[config.mk]
export PLATFORM = sky130hd
export DESIGN_NAME = jtdd_gfxrom_arb
export DESIGN_NICKNAME = d
export VERILOG_FILES = /design/src/rtl/jtdd_gfxrom_pkg.sv /design/src/rtl/jtdd_gfxrom_slot.sv /design/src/rtl/jtdd_gfxrom_arb.sv
export SDC_FILE = /design/constraint.sdc
export NUM_CORES = 1
export LEC_CHECK = 0
export BUFFER_PORTS_ARGS = -buffer_cell sky130_fd_sc_hd__buf_2
export CAP_MARGIN = 20
export CORE_MARGIN = 3
export CORE_UTILIZATION = 45
export CTS_CLUSTER_DIAMETER = 40
export DETAILED_ROUTE_END_ITERATION = 8
export PLACE_DENSITY = 0.7
export SLEW_MARGIN = 20
export SYNTH_ARGS = -nofsm -noshare
export SYNTH_HDL_FRONTEND = slang
export SYNTH_HIERARCHICAL = 1
export SYNTH_SLANG_ARGS = --single-unit
[constraint.sdc]
create_clock -name clk -period 3.15 [get_ports clk]
set_input_delay 0 -clock clk [delete_from_list [all_inputs] [get_ports clk]]
set_output_delay 0 -clock clk [all_outputs]
set_load 0.005 [all_outputs]
[src/rtl/jtdd_gfxrom_pkg.sv]
// Shared types for the graphics ROM arbiter: client ids, FSM states and the
// fixed-priority / round-robin pick function.
package jtdd_gfxrom_pkg;
  localparam int NCL = 3;

  typedef enum logic [1:0] {CL_CHAR = 2'd0, CL_SCR = 2'd1, CL_OBJ = 2'd2} client_e;
  typedef enum logic [1:0] {IDLE = 2'd0, REQ = 2'd1, WAIT = 2'd2} state_e;

  // Char always wins; scroll/object ties go to whoever was not granted last.
  function automatic client_e arb_pick(input logic [NCL-1:0] miss, input logic rr_obj);
    if (miss[CL_CHAR])                 return CL_CHAR;
    if (miss[CL_SCR] && miss[CL_OBJ])  return rr_obj ? CL_OBJ : CL_SCR;
    if (miss[CL_OBJ])                  return CL_OBJ;
    return CL_SCR;
  endfunction
endpackage

[src/rtl/jtdd_gfxrom_slot.sv]
// One-entry tag cache for a single ROM client. ok is a pure combinational
// compare so it falls in the same cycle the client moves its address.
module jtdd_gfxrom_slot #(
  parameter int CW = 18
) (
  input  logic          clk,
  input  logic          rst_n,
  input  logic          cs,
  input  logic [CW-1:0] addr,
  input  logic          fill,
  input  logic [CW-1:0] fill_tag,
  input  logic [7:0]    fill_data,
  output logic [7:0]    data,
  output logic          ok,
  output logic          miss
);
  logic          vld;
  logic [CW-1:0] tag;

  always_ff @(posedge clk or negedge rst_n) begin
    if (!rst_n) begin
      vld  <= 1'b0;
      tag  <= '0;
      data <= '0;
    end else if (fill) begin
      vld  <= 1'b1;
      tag  <= fill_tag;
      data <= fill_data;
    end
  end

  assign ok   = cs & vld & (tag == addr);
  assign miss = cs & ~ok;
endmodule

[src/rtl/jtdd_gfxrom_arb.sv]
// Three-client arbiter in front of one 8-bit SDRAM ROM bank (char/scroll/obj).
// Define JTDD_ARB_STATS_EN to add the saturating per-client stall_cnt counters.
module jtdd_gfxrom_arb
  import jtdd_gfxrom_pkg::*;
#(
  parameter int          CW       = 18,
  parameter int          AW       = 20,
  parameter logic [AW-1:0] CHAR_OFF = 20'h0,
  parameter logic [AW-1:0] SCR_OFF  = 20'h10000,
  parameter logic [AW-1:0] OBJ_OFF  = 20'h40000
) (
  input  logic          clk,
  input  logic          rst_n,
  input  logic          char_cs,
  input  logic [CW-1:0] char_addr,
  output logic [7:0]    char_data,
  output logic          char_ok,
  input  logic          scr_cs,
  input  logic [CW-1:0] scr_addr,
  output logic [7:0]    scr_data,
  output logic          scr_ok,
  input  logic          obj_cs,
  input  logic [CW-1:0] obj_addr,
  output logic [7:0]    obj_data,
  output logic          obj_ok,
  output logic          rom_req,
  output logic [AW-1:0] rom_addr,
  input  logic          rom_ack,
  input  logic          rom_dst,
  input  logic [7:0]    rom_data
`ifdef JTDD_ARB_STATS_EN
  ,
  output logic [47:0]   stall_cnt
`endif
);
  logic [NCL-1:0]         cs, miss, ok, fill;
  logic [NCL-1:0][CW-1:0] addr;
  logic [NCL-1:0][7:0]    data;
  logic [NCL-1:0][AW-1:0] off;

  assign cs   = {obj_cs, scr_cs, char_cs};
  assign addr = {obj_addr, scr_addr, char_addr};
  assign off  = {OBJ_OFF, SCR_OFF, CHAR_OFF};

  state_e        state, state_nx;
  client_e       gnt, gnt_nx, pick;
  logic          rr_obj, rr_nx;
  logic [CW-1:0] lat_addr, lat_nx;
  logic          req_nx;
  logic [AW-1:0] addr_nx;

  generate
    for (genvar i = 0; i < NCL; i++) begin : g_slot
      jtdd_gfxrom_slot #(.CW(CW)) u_slot (
        .clk       (clk),
        .rst_n     (rst_n),
        .cs        (cs[i]),
        .addr      (addr[i]),
        .fill      (fill[i]),
        .fill_tag  (lat_addr),
        .fill_data (rom_data),
        .data      (data[i]),
        .ok        (ok[i]),
        .miss      (miss[i])
      );
    end
  endgenerate

  assign char_data = data[CL_CHAR];
  assign scr_data  = data[CL_SCR];
  assign obj_data  = data[CL_OBJ];
  assign char_ok   = ok[CL_CHAR];
  assign scr_ok    = ok[CL_SCR];
  assign obj_ok    = ok[CL_OBJ];

  assign pick = arb_pick(miss, rr_obj);

  always_comb begin
    state_nx = state;
    gnt_nx   = gnt;
    rr_nx    = rr_obj;
    lat_nx   = lat_addr;
    req_nx   = rom_req;
    addr_nx  = rom_addr;
    fill     = '0;
    case (state)
      IDLE: if (|miss) begin
        gnt_nx   = pick;
        lat_nx   = addr[pick];
        addr_nx  = off[pick] + AW'(addr[pick]);
        req_nx   = 1'b1;
        state_nx = REQ;
        if (pick == CL_SCR)      rr_nx = 1'b1;
        else if (pick == CL_OBJ) rr_nx = 1'b0;
      end
      REQ: if (rom_ack) begin
        req_nx = 1'b0;
        // ack and dst together collapse the WAIT state into this cycle
        if (rom_dst) begin
          fill[gnt] = 1'b1;
          state_nx  = IDLE;
        end else begin
          state_nx  = WAIT;
        end
      end
      WAIT: if (rom_dst) begin
        fill[gnt] = 1'b1;
        state_nx  = IDLE;
      end
      default: state_nx = IDLE;
    endcase
  end

  always_ff @(posedge clk or negedge rst_n) begin
    if (!rst_n) begin
      state    <= IDLE;
      gnt      <= CL_CHAR;
      rr_obj   <= 1'b0;
      lat_addr <= '0;
      rom_req  <= 1'b0;
      rom_addr <= '0;
    end else begin
      state    <= state_nx;
      gnt      <= gnt_nx;
      rr_obj   <= rr_nx;
      lat_addr <= lat_nx;
      rom_req  <= req_nx;
      rom_addr <= addr_nx;
    end
  end

`ifdef JTDD_ARB_STATS_EN
  logic [NCL-1:0][15:0] stall;

  always_ff @(posedge clk or negedge rst_n) begin
    if (!rst_n) begin
      stall <= '0;
    end else begin
      for (int i = 0; i < NCL; i++)
        if (miss[i] && stall[i] != 16'hFFFF) stall[i] <= stall[i] + 16'd1;
    end
  end

  assign stall_cnt = stall;
`endif
endmodule

Yosys cells after proc, flatten, opt, wreduce, memory -nomap -nowiden
Cells that the tools add are included.
{"block": "classes", "n_eq_ne": 10, "n_reduce_logical": 10, "n_mux": 32, "bitwise_logic": 12, "addsub": 1, "magnitude_cmp": 3}
{"cell": "$eq A18 B18 Y1", "count": 3}
{"cell": "$bmux W20 S2", "count": 1}
{"cell": "$bmux W18 S2", "count": 1}
{"cell": "$mux W2", "count": 11}
{"cell": "$add A20 B18 Y20", "count": 1}
{"cell": "$mux W20", "count": 1}
{"cell": "$mux W18", "count": 1}
{"cell": "$mux W1", "count": 11}
{"cell": "$and A1 B1 Y1", "count": 9}
{"cell": "$reduce_and A3 Y1", "count": 3}
{"cell": "$lt A2 B3 Y1 const B", "count": 2}
{"cell": "$mux W3", "count": 2}
{"cell": "$ne A2 B2 Y1 const B", "count": 3}
{"cell": "$pmux W2 S3", "count": 1}
{"cell": "$pmux W3 S2", "count": 1}
{"cell": "$eq A2 B1 Y1 const B", "count": 2}
{"cell": "$eq A2 B2 Y1 const B", "count": 2}
{"cell": "$reduce_bool A2 Y1", "count": 2}
{"cell": "$not A1 Y1", "count": 3}
{"cell": "$reduce_or A3 Y1", "count": 1}
{"cell": "$demux W1 S2", "count": 1}
{"cell": "$ge A2 B1 Y1 const B", "count": 1}
{"cell": "$logic_and A1 B1 Y1", "count": 2}
{"cell": "$logic_not A2 Y1", "count": 1}
{"cell": "other kinds (2)", "count": 2}
{"block": "word_totals", "output_inout_bits": 48, "elab_cells": 83, "reg_bits": 125}

Longest topological paths before layout
{"block": "logic_depth", "depth_word": 15, "ltp_mapped": 13, "ltp_nobuf": 11}

By module
The synthesis kept the hierarchy.
{"module": "jtdd_gfxrom_slot", "seq_area_each_um2": 675.6, "cells_each": 83, "instances": 3, "area_per_inst_um2": 1206.2}
{"module": "jtdd_gfxrom_arb", "seq_area_each_um2": 700.7, "cells_each": 204, "instances": 1, "area_per_inst_um2": 2030.7}

Worst setup path after synthesis
OpenSTA, ideal clock, no wires.
{"block": "synth_timing", "path_kind": "register to register", "startpoint": "reg g_slot[2].u_slot.tag[0]", "endpoint": "reg rom_addr[18]", "arrival_time_ns": 2.929, "path_stages_with_launch": 13, "n_path_buf": 1, "setup_slack_ns": 0.139, "cell_sequence": "dfrtp_1 -> xor2_1 -> nor4_1 -> nand4_1 -> o41a_1 -> buf_6 -> and2b_2 -> a221oi_2 -> nor2_1 -> ha_1 -> ha_1 -> or3_1 -> a31oi_1"}
{"block": "synth_between", "elab_chain_cells": 13}
{"item": "start, declared", "line_no": "jtdd_gfxrom_slot.sv:18", "source": "logic [CW-1:0] tag;"}
{"item": "start signal, assigned", "line_no": "jtdd_gfxrom_slot.sv:27", "source": "tag <= fill_tag;"}
{"item": "$eq A18 B18 Y1 *", "line_no": "jtdd_gfxrom_slot.sv:32", "source": "assign ok = cs & vld & (tag == addr);"}
{"item": "$and A1 B1 Y1 *", "line_no": "jtdd_gfxrom_slot.sv:32"}
{"item": "$not A1 Y1 *", "line_no": "jtdd_gfxrom_slot.sv:33", "source": "assign miss = cs & ~ok;"}
{"item": "$and A1 B1 Y1 *", "line_no": "jtdd_gfxrom_slot.sv:33"}
{"item": "named net miss[2]", "line_no": "jtdd_gfxrom_arb.sv:36", "source": "logic [NCL-1:0] cs, miss, ok, fill;"}
{"item": "$mux W1 / $logic_and A1 B1 Y1 (equally long branches)", "line_no": "jtdd_gfxrom_pkg.sv:13, jtdd_gfxrom_pkg.sv:12"}
{"item": "$mux W1 / $mux W2 (equally long branches)", "line_no": "jtdd_gfxrom_pkg.sv:13, jtdd_gfxrom_pkg.sv:12"}
{"item": "$mux W1 / $mux W2 (equally long branches)", "line_no": "jtdd_gfxrom_pkg.sv:12, jtdd_gfxrom_pkg.sv:13"}
{"item": "$mux W2", "line_no": "jtdd_gfxrom_pkg.sv:14", "source": "return CL_SCR;"}
{"item": "$mux W2", "line_no": "jtdd_gfxrom_pkg.sv:13", "source": "if (miss[CL_OBJ]) return CL_OBJ;"}
{"item": "$mux W2", "line_no": "jtdd_gfxrom_pkg.sv:12", "source": "if (miss[CL_SCR] && miss[CL_OBJ]) return rr_obj ? CL_OBJ : CL_SCR;"}
{"item": "$bmux W20 S2 / $bmux W18 S2 (equally long branches)", "line_no": "jtdd_gfxrom_arb.sv:90", "source": "addr_nx = off[pick] + AW'(addr[pick]);"}
{"item": "$mux W20 (not written as such) / $mux W18 (equally long branches)", "line_no": "jtdd_gfxrom_arb.sv:90"}
{"item": "$add A20 B18 Y20", "line_no": "jtdd_gfxrom_arb.sv:90"}
{"item": "end signal, assigned", "line_no": "jtdd_gfxrom_arb.sv:128", "source": "rom_addr <= addr_nx;"}
{"item": "end, declared", "line_no": "jtdd_gfxrom_arb.sv:27", "source": "output logic [AW-1:0] rom_addr,"}
Mark *: on every way through the listed nets, which the timed path passes. The rest lies on a longest branch. The select of a mux whose other input is x is not followed.
A chain may end at the register's enable or synchronous reset.

Final worst setup path
{"block": "layout_timing", "startpoint": "reg g_slot[2].u_slot.tag[3]", "endpoint": "reg rom_addr[18]"}
Same word-level chain as after synthesis.

==> impl_metrics.toml <==
[clock_network]
cts_htree_levels = 3
cts_tree = "built"
clkSlewWorstSetupHoldPaths_ns = 0.07
cts_buffer_depth = 2
clock_latency_ns = 0.35
numCtsBuffers = 9
clock_sinks = 109
root_buffer = "clkbuf_16"

[final_layout]
layout.nets = 660
post_layout_nonfiller_instances = 758
stdcell_area_um2 = 6960
layout_common_cells = "buf_2, dfrtp_1, mux2_2, xor2_1, nand2_1"
final_common_cell = "buf_2"
antenna_cells = 0
area_delta_synth_final_pct = 23.2
drive_above_1_share_pct = 48.5

[placed_design]
hpwl_um = 10200
place_ws_ns = -0.0339
portBuffers = 116
dp.cells = 719
dpl_cell_area_um2 = 6350
place.gp.congestion = 0.871

[setup_path]
start_kind = "flip-flop"
cp_common_cell = "ha_2"
cp.depth = 11
worstRegToRegCells = 11
r2r_setup_slack_ns = 0.15
critPathMaxFanout = 3
cpLargestDelayFamily = "simple AND/OR/NAND/NOR gates"
required_ns = 3.42
path_buf_inv = 0
crit_path_cell_trace = "xor2_2 > nor4_4 > nand4_1 > o41a_1 > and2b_2 > a221oi_4 > nor2_2 > ha_2 > ha_2 > or3_1 > a31oi_1"
r2r_end = "rom_addr[18]$_DFFE_PN0P_"
slowest_stage = "o41a_1"
path_class = "flip-flop to flip-flop"
endpoint_kind = "flip-flop"
cp_slowest_stage_delay_ns = 0.43
timing.rr.start = "g_slot[2].u_slot/tag[3]$_DFFE_PN0P_"
crit_arrival_ns = 3.26
crit_path_start = "g_slot[2].u_slot/tag[3]$_DFFE_PN0P_"

[synth]
synth_warnings = 6
synthesis.area_um2 = 5650
synth.top_cells.by_area = "dfrtp_1, mux2_2, xor2_1, o41ai_2, buf_4"
synth_area_leader_cell = "dfrtp_1"
synth-seq-cells = 109
async_flop_share_pct = 100
syn_area_per_cell_um2 = 12.5
netlist_instances = 453
ys_types = 43
synthFlopType = "dfrtp_1"
synth_top_area_share_pct = 48.3
yosysSeqAreaShare_pct = 48.3
syn_nets = 527
synth_edf_count = 0

[min_path]
worstHoldPathType = "input port to flip-flop"
min_to = "rom_addr[1]$_DFFE_PN0P_"
whs_path_depth = 3
worstHoldStart = "char_addr[1]"

[floorplanning]
rows = 40
pin_count = 117
coreArea_um2 = 12200
dieArea_um2 = 13900
start_util_pct = 46.5
die_h_um = 118
die_w_um = 118

[global_routing]
grt_pass1_vias = 4210
grtUsageMet3_pct = 6.10
overflow = 0
top_usage_layer = "met2"
grt_pass1_wl_um = 22700
gr-usage-met2_pct = 34.2
grt_use_total_pct = 20.7
grt_antenna_before_repair = 0
grt_max_degree = 60
grtUsageMet1_pct = 26.7

[power]
ir_drop_mv = 0.404
power_mw = 5.84
power_density_nw_per_um2 = 838
p_leak_nw = 3.26

[sta]
relSlewSlack_pct = 53.8
finalSetupViolations = 0
fin_crit_sh_pct = 95.2
slew_violations = 0
skew_ns = 0.00656
fmax_mhz = 334
fin_crit_ns = 3.00
layout_setup_ws_ns = 0.152
worst_pin_slew_ns = 0.694
hold_violations = 0

[route]
via_per_inst = 5.38
wl_um = 14200
dr.first_iter.drc_count = 259
post_drt_wl_per_cell_um = 18.7
drc = 0
via_count = 4080
dr.pass1.iters = 4
ant_nets = 0

[flow_run]
cap_violations = 0

[status]
outcome = "completed"
==> worst reg2reg max path, stage by stage (launching register included) <==
cell,delay [ns]
dfrtp_1,0.40
xor2_2,0.20
nor4_4,0.32
nand4_1,0.15
o41a_1,0.43
and2b_2,0.25
a221oi_4,0.26
nor2_2,0.07
ha_2,0.18
ha_2,0.17
or3_1,0.30
a31oi_1,0.19
==> worst max path at each step <==
stage,slack [ns],end
6_report,0.15,rom_addr[18]$_DFFE_PN0P_
5_1_grt,-0.0008,rom_addr[19]$_DFFE_PN0P_
4_1_cts,0.04,rom_addr[18]$_DFFE_PN0P_
3_5_place_dp,-0.03,rom_addr[18]$_DFFE_PN0P_
3_3_place_gp,0.07,rom_addr[18]$_DFFE_PN0P_
2_1_floorplan,0.14,rom_addr[18]$_DFFE_PN0P_
==> state kept, by name, indices dropped and copies added, names as in the netlist <==
signal	count
g_slot.u_slot/tag	54
g_slot.u_slot/vld	3
g_slot.u_slot/data	24
state	2
rom_addr	14
lat_addr	8
rr_obj	1
rom_req	1
gnt	2
==> through the flow <==
| step | utilization [%] | hold slack [ns] | TNS, ns |
|---|---|---|---|
| 6_report | 57.2 | 0.00164 | 0 |
| 5_1_grt | 57.2 | 0.0122 | -0.000804 |
| 4_1_cts | 56.3 | 0.00132 | 0 |
| 3_5_place_dp | 52.2 | 0.0859 | -0.0339 |
| 3_3_place_gp | 52.2 | 0.0854 | 0 |
| 2_1_floorplan | - | -0.296 | 0 |
==> kinds of logic (layout without fill, tap and decap cells) <==
| group | Yosys count | count (layout) | share of synthesized area (%) |
|---|---|---|---|
| flops | 109 | 109 | 48.3 |
| mux | 79 | 79 | 15.7 |
| simple gates | 110 | 110 | 10.7 |
| xor+xnor | 54 | 54 | 8.37 |
| compound gates | 52 | 52 | 10.2 |
| buf+inv | 44 | 181 | 5.56 |
| fa+ha+maj | 5 | 5 | 1.11 |
==> timing repair <==
action,4_1_cts,5_1_grt
buffers inserted,0,4
hold buffers,20,0
hold endpoints to repair,85,0
gates resized for setup,2,13
setup endpoints to repair,1,2
pin swaps,0,10
==> cell type report <==
cell class | count | area (um2)
Clock buffer | 10 | 229
Clock inverter | 5 | 60.1
Fill cell | 1025 | 5200
Inverter | 2 | 7.51
Multi-Input combinational cell | 300 | 2720
Sequential cell | 109 | 2730
Tap cell | 168 | 210
Timing Repair Buffer | 164 | 1010
==> per-layer routing <==
metal  routed length [um]  vias up
li1                     -     1880
met1                 5980     2040
met2                 7020      143
met3                  999       17
met4                  212        0
met5                    0        -
==> cells in the mapped netlist (7+ instances only) <==
cell / instances
a211oi_1: 7
buf_4: 18
dfrtp_1: 109
buf_2: 16
a211oi_2: 9
xor2_1: 54
nor4_1: 13
nand2_1: 32
nor2b_1: 20
o41ai_2: 11
nor3_1: 20
mux2_2: 79
==> power breakdown <==
group	switching [mW]	internal, mW	leakage (nW)	total, mW
combinational	1.03	1.13	1.74	2.16
clock	0.505	0.617	0.139	1.12
sequential	0.492	2.06	1.38	2.55
Note: power is estimated with default switching activity, not from simulation.
